$ cat src/rtl/mem_arbiter.sv
// Round-robin N-channel arbiter merging requestor memory ports onto one downstream port.
// Optional watchdog abort enabled by defining MEM_ARBITER_TIMEOUT_EN.
module mem_arbiter #(
  parameter int NUM_CH  = 2,
  parameter int ADDR_W  = 32,
  parameter int DATA_W  = 32,
  parameter int TIMEOUT = 256
) (
  input  logic                       clk,
  input  logic                       rst,
  input  logic [NUM_CH-1:0]          req_valid,
  input  logic [NUM_CH-1:0]          req_instr,
  input  logic [NUM_CH*ADDR_W-1:0]   req_addr,
  input  logic [NUM_CH*DATA_W-1:0]   req_wdata,
  input  logic [NUM_CH*DATA_W/8-1:0] req_wstrb,
  output logic [DATA_W-1:0]          req_rdata,
  output logic [NUM_CH-1:0]          req_ready,
  output logic [NUM_CH-1:0]          req_err,
  output logic                       mem_valid,
  output logic                       mem_instr,
  output logic [ADDR_W-1:0]          mem_addr,
  output logic [DATA_W-1:0]          mem_wdata,
  output logic [DATA_W/8-1:0]        mem_wstrb,
  input  logic [DATA_W-1:0]          mem_rdata,
  input  logic                       mem_ready
);

  localparam int STRB_W = DATA_W / 8;
  localparam int GNT_W  = $clog2(NUM_CH);

  localparam logic [0:0] IDLE = 1'b0;
  localparam logic [0:0] BUSY = 1'b1;

  if (NUM_CH < 2 || TIMEOUT < 2 || (DATA_W % 8) != 0) begin : g_param_check
    $error("mem_arbiter: illegal parameters (NUM_CH>=2, TIMEOUT>=2, DATA_W multiple of 8)");
  end

  logic [0:0]       state;
  logic [GNT_W-1:0] grant;
  logic [GNT_W-1:0] ptr;
  logic             found;
  logic [GNT_W-1:0] winner;
  logic [GNT_W-1:0] next_ptr;
  logic             timeout_hit;
  logic             complete;

  // Rotating priority scan: first valid channel at or after ptr, wrapping past NUM_CH-1.
  always_comb begin : p_scan
    int               idx;
    logic [GNT_W-1:0] cand;
    found  = 1'b0;
    winner = '0;
    idx    = 0;
    cand   = '0;
    for (int i = 0; i < NUM_CH; i++) begin
      idx = int'(ptr) + i;
      if (idx >= NUM_CH) idx = idx - NUM_CH;
      cand = GNT_W'(idx);
      if (!found && req_valid[cand]) begin
        found  = 1'b1;
        winner = cand;
      end
    end
  end

  assign next_ptr = (winner == GNT_W'(NUM_CH - 1)) ? '0 : winner + 1'b1;

`ifdef MEM_ARBITER_TIMEOUT_EN
  localparam int WD_W = $clog2(TIMEOUT);

  logic [WD_W-1:0] wd_count;

  // A real mem_ready in the limit cycle takes precedence, so the abort is qualified by !mem_ready.
  assign timeout_hit = (state == BUSY) && !mem_ready && (wd_count == WD_W'(TIMEOUT - 1));

  always_ff @(posedge clk) begin
    if (rst) begin
      wd_count <= '0;
    end else if (state == IDLE) begin
      if (found) wd_count <= '0;
    end else if (!mem_ready && !timeout_hit) begin
      wd_count <= wd_count + 1'b1;
    end
  end
`else
  assign timeout_hit = 1'b0;
`endif

  assign complete = (state == BUSY) && !rst && (mem_ready || timeout_hit);

  always_comb begin
    req_ready = '0;
    req_err   = '0;
    if (complete) begin
      req_ready[grant] = 1'b1;
      req_err[grant]   = timeout_hit;
    end
  end

  assign req_rdata = timeout_hit ? '0 : mem_rdata;

  // Payload is latched once at grant and held for the whole transaction.
  always_ff @(posedge clk) begin
    if (rst) begin
      state     <= IDLE;
      grant     <= '0;
      ptr       <= '0;
      mem_valid <= 1'b0;
      mem_instr <= 1'b0;
      mem_addr  <= '0;
      mem_wdata <= '0;
      mem_wstrb <= '0;
    end else if (state == IDLE) begin
      if (found) begin
        state     <= BUSY;
        grant     <= winner;
        ptr       <= next_ptr;
        mem_valid <= 1'b1;
        mem_instr <= req_instr[winner];
        mem_addr  <= req_addr[winner*ADDR_W +: ADDR_W];
        mem_wdata <= req_wdata[winner*DATA_W +: DATA_W];
        mem_wstrb <= req_wstrb[winner*STRB_W +: STRB_W];
      end
    end else begin
      if (mem_ready || timeout_hit) begin
        state     <= IDLE;
        mem_valid <= 1'b0;
      end
    end
  end

endmodule

$ cat config.mk
export PLATFORM = sky130hd
export DESIGN_NAME = mem_arbiter
export DESIGN_NICKNAME = d
export VERILOG_FILES = /design/src/rtl/mem_arbiter.sv
export SDC_FILE = /design/constraint.sdc
export NUM_CORES = 1
export LEC_CHECK = 0
export BUFFER_PORTS_ARGS = -buffer_cell sky130_fd_sc_hd__buf_2
export CELL_PAD_IN_SITES_DETAIL_PLACEMENT = 1
export CELL_PAD_IN_SITES_GLOBAL_PLACEMENT = 2
export CORE_MARGIN = 3
export CORE_UTILIZATION = 21
export CTS_CLUSTER_DIAMETER = 40
export DETAILED_ROUTE_END_ITERATION = 8
export PLACE_DENSITY = 0.91
export SYNTH_ARGS = -nofsm -noshare
export SYNTH_HDL_FRONTEND = slang
export SYNTH_SLANG_ARGS = --single-unit
$ cat constraint.sdc
create_clock -name clk -period 4.6 [get_ports clk]
set_clock_uncertainty 0.2 [all_clocks]
set_input_delay 1.38 -clock clk [delete_from_list [all_inputs] [get_ports clk]]
set_output_delay 1.38 -clock clk [all_outputs]
set_load 0.01 [all_outputs]
==> results of run 1 <==
## logic make-up after synthesis
group                  after synthesis
buffers and inverters               65
AOI/OAI and AO/OA                   75
DFF                                 73
and+or+nand+nor                     81
other                                1
## routing by layer
metal  wire [um]  global-route usage
met1        4630               0.145
met2        5590               0.224
met3         809              0.0340
met4         246              0.0630
met5           0                   0
## through the flow
step / hold slack, ns / total power, mW / cell area [sq um] / instances
floorplan: 0.271 / 0.908 / 3230 / 296
global placement: 0.270 / 1.01 / 4170 / 636
detailed placement: 0.289 / 1.03 / 4170 / 636
CTS: 0.304 / 1.80 / 4490 / 652
global route: 0.341 / 1.86 / 4490 / 652
finish: 0.297 / 1.77 / 4490 / 652
## power by group through the flow
stage          clock network, mW  logic, mW  registers [mW]
2_1_floorplan                  0      0.154           0.754
3_3_place_gp                   0      0.287           0.728
3_5_place_dp                   0      0.296           0.732
4_1_cts                    0.783      0.297           0.718
5_1_grt                    0.817      0.320           0.724
6_report                   0.758      0.292           0.718
## registers in the layout, indices dropped and copies added (netlist names)
register and count:
mem_wstrb 4, ptr 1, grant 1, mem_wdata 32, mem_valid 1, state 1
mem_instr 1, mem_addr 32
## worst paths after layout
check / start / endpoint / slack (ns) / cells after the start
worst min register to register: mem_valid$_SDFFE_PP0P_ / mem_valid$_SDFFE_PP0P_ / 0.30 / 2
worst max register to register: state$_SDFF_PP0_ / mem_addr[3]$_SDFFE_PP0P_ / 2.16 / 4
worst max-delay path: rst / req_ready[1] / 1.06 / 3
worst min-delay path: mem_valid$_SDFFE_PP0P_ / mem_valid$_SDFFE_PP0P_ / 0.30 / 2
## worst register-to-register path: stages, from the launching register on
cell and delay, ns:
dfxtp_1 0.37, o21ba_2 0.86, buf_4 0.48, nor3b_1 0.13
a221o_1 0.29
## cells in the mapped netlist (all sizes together)
library cell / count / area (sq um)
and2b: 1 / 7.51
a211oi: 2 / 20.0
dfxtp: 73 / 1460
clkbuf: 7 / 26.3
o21ba: 1 / 10.0
nor2: 3 / 11.3
a21oi: 2 / 10.0
nor3b: 71 / 533
conb: 1 / 3.75
a2bb2oi: 1 / 8.76
a221o: 69 / 691
nor3: 3 / 26.3
buf: 58 / 395
nand2: 1 / 3.75
nand2b: 2 / 15.0
## cell type report
| type | instances | area, sq um |
|---|---|---|
| Timing Repair Buffer | 221 | 1120 |
| Clock buffer | 9 | 225 |
| Tap cell | 184 | 230 |
| Sequential cell | 73 | 1460 |
| Fill cell | 1737 | 10300 |
| Multi-Input combinational cell | 158 | 1350 |
| Clock inverter | 7 | 95.1 |
## layout by cell type (no fill, tap or decap), types with 2 or more instances in the layout
master	instances
buf_4	7
conb_1	2
buf_2	214
a221o_1	69
clkinv_2	2
bufinv_16	2
nor3b_1	71
nor2_1	3
dfxtp_1	73
nor3_1	2
clkbuf_16	9
a21oi_1	2
clkinv_4	2
==> results.toml, run 1 <==
[detailed_routing]
viasPerCell = 4.77
drc = 0
ant_nets = 0
drt_wl_total_um = 11300
dr_total_vias = 3110
drt_iter0_drc = 95
first_pass_iters = 4
wl_per_cell_um = 17.3

[synthesis]
synthCells = 295
synth_xor_area_frac = 0
synth_compound_area_frac = 0.229
syn_area_sq_um = 3220
synthSimpleGateAreaFrac = 0.185
synth_top_family_by_area = "compound AO/OA/AOI/OAI gates"
netlist-cell-type-count = 20
ys_ff_latch = 73
synth_mux_area_frac = 0
synth-seq-area-share = 0.453
synth_warnings = 0
avgSynthCellArea_sq_um = 10.9
synthAdderAreaFrac = 0

[outcome]
status = "finished clean"

[pwr]
switching_power_mw = 0.457
powerDensity_nw_per_um2 = 394
power.leakage_nw = 2.08
switching_share = 0.259
combPwrFrac = 0.165
p_seq_frac = 0.406
p_int_mw = 1.31
worst_ir_drop_vdd_mv = 0.151
clockPowerShare = 0.429

[floorplan]
coreArea_sq_um = 14800
start_util = 0.218
die_x_um = 130
fp.dieH_um = 130
die_area_sq_um = 16900
rows = 44
pin_count = 281

[global_route]
grt.overflow.total = 0
grt_pass1_wl_um = 17000
grt_max_degree = 53
grt_util_all_layers = 0.129
antenna_found_initial = 0
first_global_vias = 3313

[setup_path]
path_max_fanout = 9
end_kind = "output pin"
startpoint_type = "input port"
required_ns = 3.02
crit_family = "buffers and inverters"
crit_top_cell = "buf_2"
slowest_stage = "nor3b_1"
crit_type = "in -> out"
slowest_delay_ns = 0.23
path_buf_inv = 2
worstPathArrival_ns = 1.96
crit_chain = "buf_2 -> nor3b_1 -> buf_2"

[cts]
cts_hold_buf = 0
numCtsBuffers = 9
cts.sink_count = 73
cts_tree = "yes"
cts_resized = 0
cts_root_buffer = "clkbuf_16"
path_clk_slew_ns = 0.06
htree_levels = 3
insertion_delay_ns = 0.34
post_cts_buffers = 0
cts_buffer_depth = 2

[sta]
rsz0062_at_grt = "false"
worst_pin_slew_ns = 0.908
max_freq_mhz = 282
fin_tns_setup_ns = 0
fin_ws_ns = 1.06
finalSetupViolCount = 0
fin_crit_ns = 3.54
period_share = 0.771
slew_viol_final = 0
max_slew_margin = 0.395
hold_violations = 0

[final_layout]
antennaDiodeCount = 0
final_util = 0.304
nets = 638
area_growth_pct = 39.2
post_route_cells_drive_above_1_share = 0.515

[flow_run]
maxCapViolCount = 0

[placement]
portBuffers = 214
place.gp.congestion = 0.702
place_worst_setup_slack_ns = 1.03
dp_hpwl_um = 8510

[min_path]
hold_path_class = "reg -> reg"
No activity file was read; power rests on OpenSTA's default activity.
==> run 2: changes to the inputs <==
Settings changed: CORE_UTILIZATION 21 to 20, PLACE_DENSITY 0.91 to 0.87.
Clock period 4.6 ns to 3.5 ns, I/O delays scaled along.
==> results.toml, run 2 (synthesized netlist as in run 1, its figures left out) <==
[outcome]
status = "finished clean"

[cts]
numCtsBuffers = 9
path_clk_slew_ns = 0.06
htree_levels = 3
post_cts_buffers = 0
cts.sink_count = 73
insertion_delay_ns = 0.33
cts_buffer_depth = 2
cts_root_buffer = "clkbuf_16"
cts_hold_buf = 0
cts_tree = "yes"
cts_resized = 0

[final_layout]
post_route_cells_drive_above_1_share = 0.514
area_growth_pct = 39.4
nets = 639
design_area_sq_um = 4490
final_common_cell = "buf_2"
largest_registers = "mem_addr x32, mem_wdata x32, mem_wstrb x4"
fillCellCount = 1818
layout_common_cells = "buf_2 (214), dfxtp_1 (73), nor3b_1 (71)"

[global_route]
grt_pass1_wl_um = 18100
antenna_found_initial = 0
grt_util_all_layers = 0.129
grt_max_degree = 45
grt.overflow.total = 0
first_global_vias = 3439

[detailed_routing]
wl_per_cell_um = 17.1
drt_iter0_drc = 124
viasPerCell = 4.64
drt_wl_total_um = 11600
drc = 0
ant_nets = 0
dr_total_vias = 3149
first_pass_iters = 4

[min_path]
hold_path_class = "reg -> reg"

[setup_path]
end_kind = "output pin"
crit_chain = "buf_2 -> nor3b_1 -> buf_2"
required_ns = 2.25
slowest_delay_ns = 0.20
slowest_stage = "nor3b_1"
crit_type = "in -> out"
crit_top_cell = "buf_2"
crit_family = "buffers and inverters"
path_max_fanout = 8
worstPathArrival_ns = 1.58
startpoint_type = "input port"
path_buf_inv = 2

[sta]
rsz0062_at_grt = "false"
holdWs_ns = 0.323
hold_violations = 0
fin_tns_setup_ns = 0
finalSetupViolCount = 0
slew_viol_final = 0
fin_crit_ns = 2.83
period_share = 0.809
max_freq_mhz = 353

[pwr]
powerDensity_nw_per_um2 = 496
power.leakage_nw = 2.07
worst_ir_drop_vdd_mv = 0.200

[floorplan]
start_util = 0.208
pin_count = 281
fp.dieH_um = 133
die_area_sq_um = 17700
coreArea_sq_um = 15500
rows = 45
die_x_um = 133

[placement]
portBuffers = 214
dp_hpwl_um = 8700
placedInstanceArea_sq_um = 4210
place.gp.congestion = 0.709

[flow_run]
maxCapViolCount = 0
-- run 2: changes by cell type in the layout (fill, tap and decap cells not counted) --
cell / delta
clkinv_4: -2
bufinv_16: -1
clkinv_2: +1
clkbuf_8: +1
clkinvlp_4: -1
diode_2: +1
buf_4: +1
-- run 2: final timing paths --
check,startpoint,end,slack [ns],depth (start not counted)
worst max register to register,ptr$_SDFFE_PP0P_,mem_addr[28]$_SDFFE_PP0P_,1.75,4
worst min-delay path,mem_valid$_SDFFE_PP0P_,mem_valid$_SDFFE_PP0P_,0.32,2
worst min register to register,mem_valid$_SDFFE_PP0P_,mem_valid$_SDFFE_PP0P_,0.32,2
worst max-delay path,rst,req_ready[1],0.67,3
-- run 2: power by group --
group	internal [mW]	total (mW)	switching, mW	leakage (nW)
combinational	0.194	0.386	0.192	1.32
clock	0.559	0.901	0.341	0.144
sequential	0.907	0.944	0.0372	0.602
-- run 2: worst register-to-register path: stages (launching register included) --
cell	delay, ns
dfxtp_1	0.41
and2b_1	0.24
nor3_4	0.14
buf_4	0.44
a221o_1	0.26
-- run 2: layout make-up --
type	instances	area [sq um]	share of cell area
diodes	1	2.50	0.000557
well taps	211	264	0.0587
clock inverters	4	45.0	0.0100
repair buffers	222	1130	0.252
clock buffers	10	239	0.0532
flip-flops and latches	73	1460	0.325
multi-input cells	158	1350	0.301
-- run 2: stage by stage --
step / cells / total power [mW] / worst slack (ns) / utilization
final: 679 / 2.23 / 0.667 / 0.290
after global routing: 678 / 2.35 / 0.602 / 0.290
after CTS: 678 / 2.28 / 0.657 / 0.290
after detailed placement: 664 / 1.35 / 0.663 / 0.272
after global placement: 664 / 1.34 / 0.625 / 0.272
after floorplan: 296 / 1.19 / 0.359 / -
-- run 2: per-layer routing --
metal,global-route usage,wire length (um),up-vias
li1,-,-,1460
met1,0.145,4680,1512
met2,0.224,5750,140
met3,0.0316,783,37
met4,0.0716,416,0
met5,0,0,-
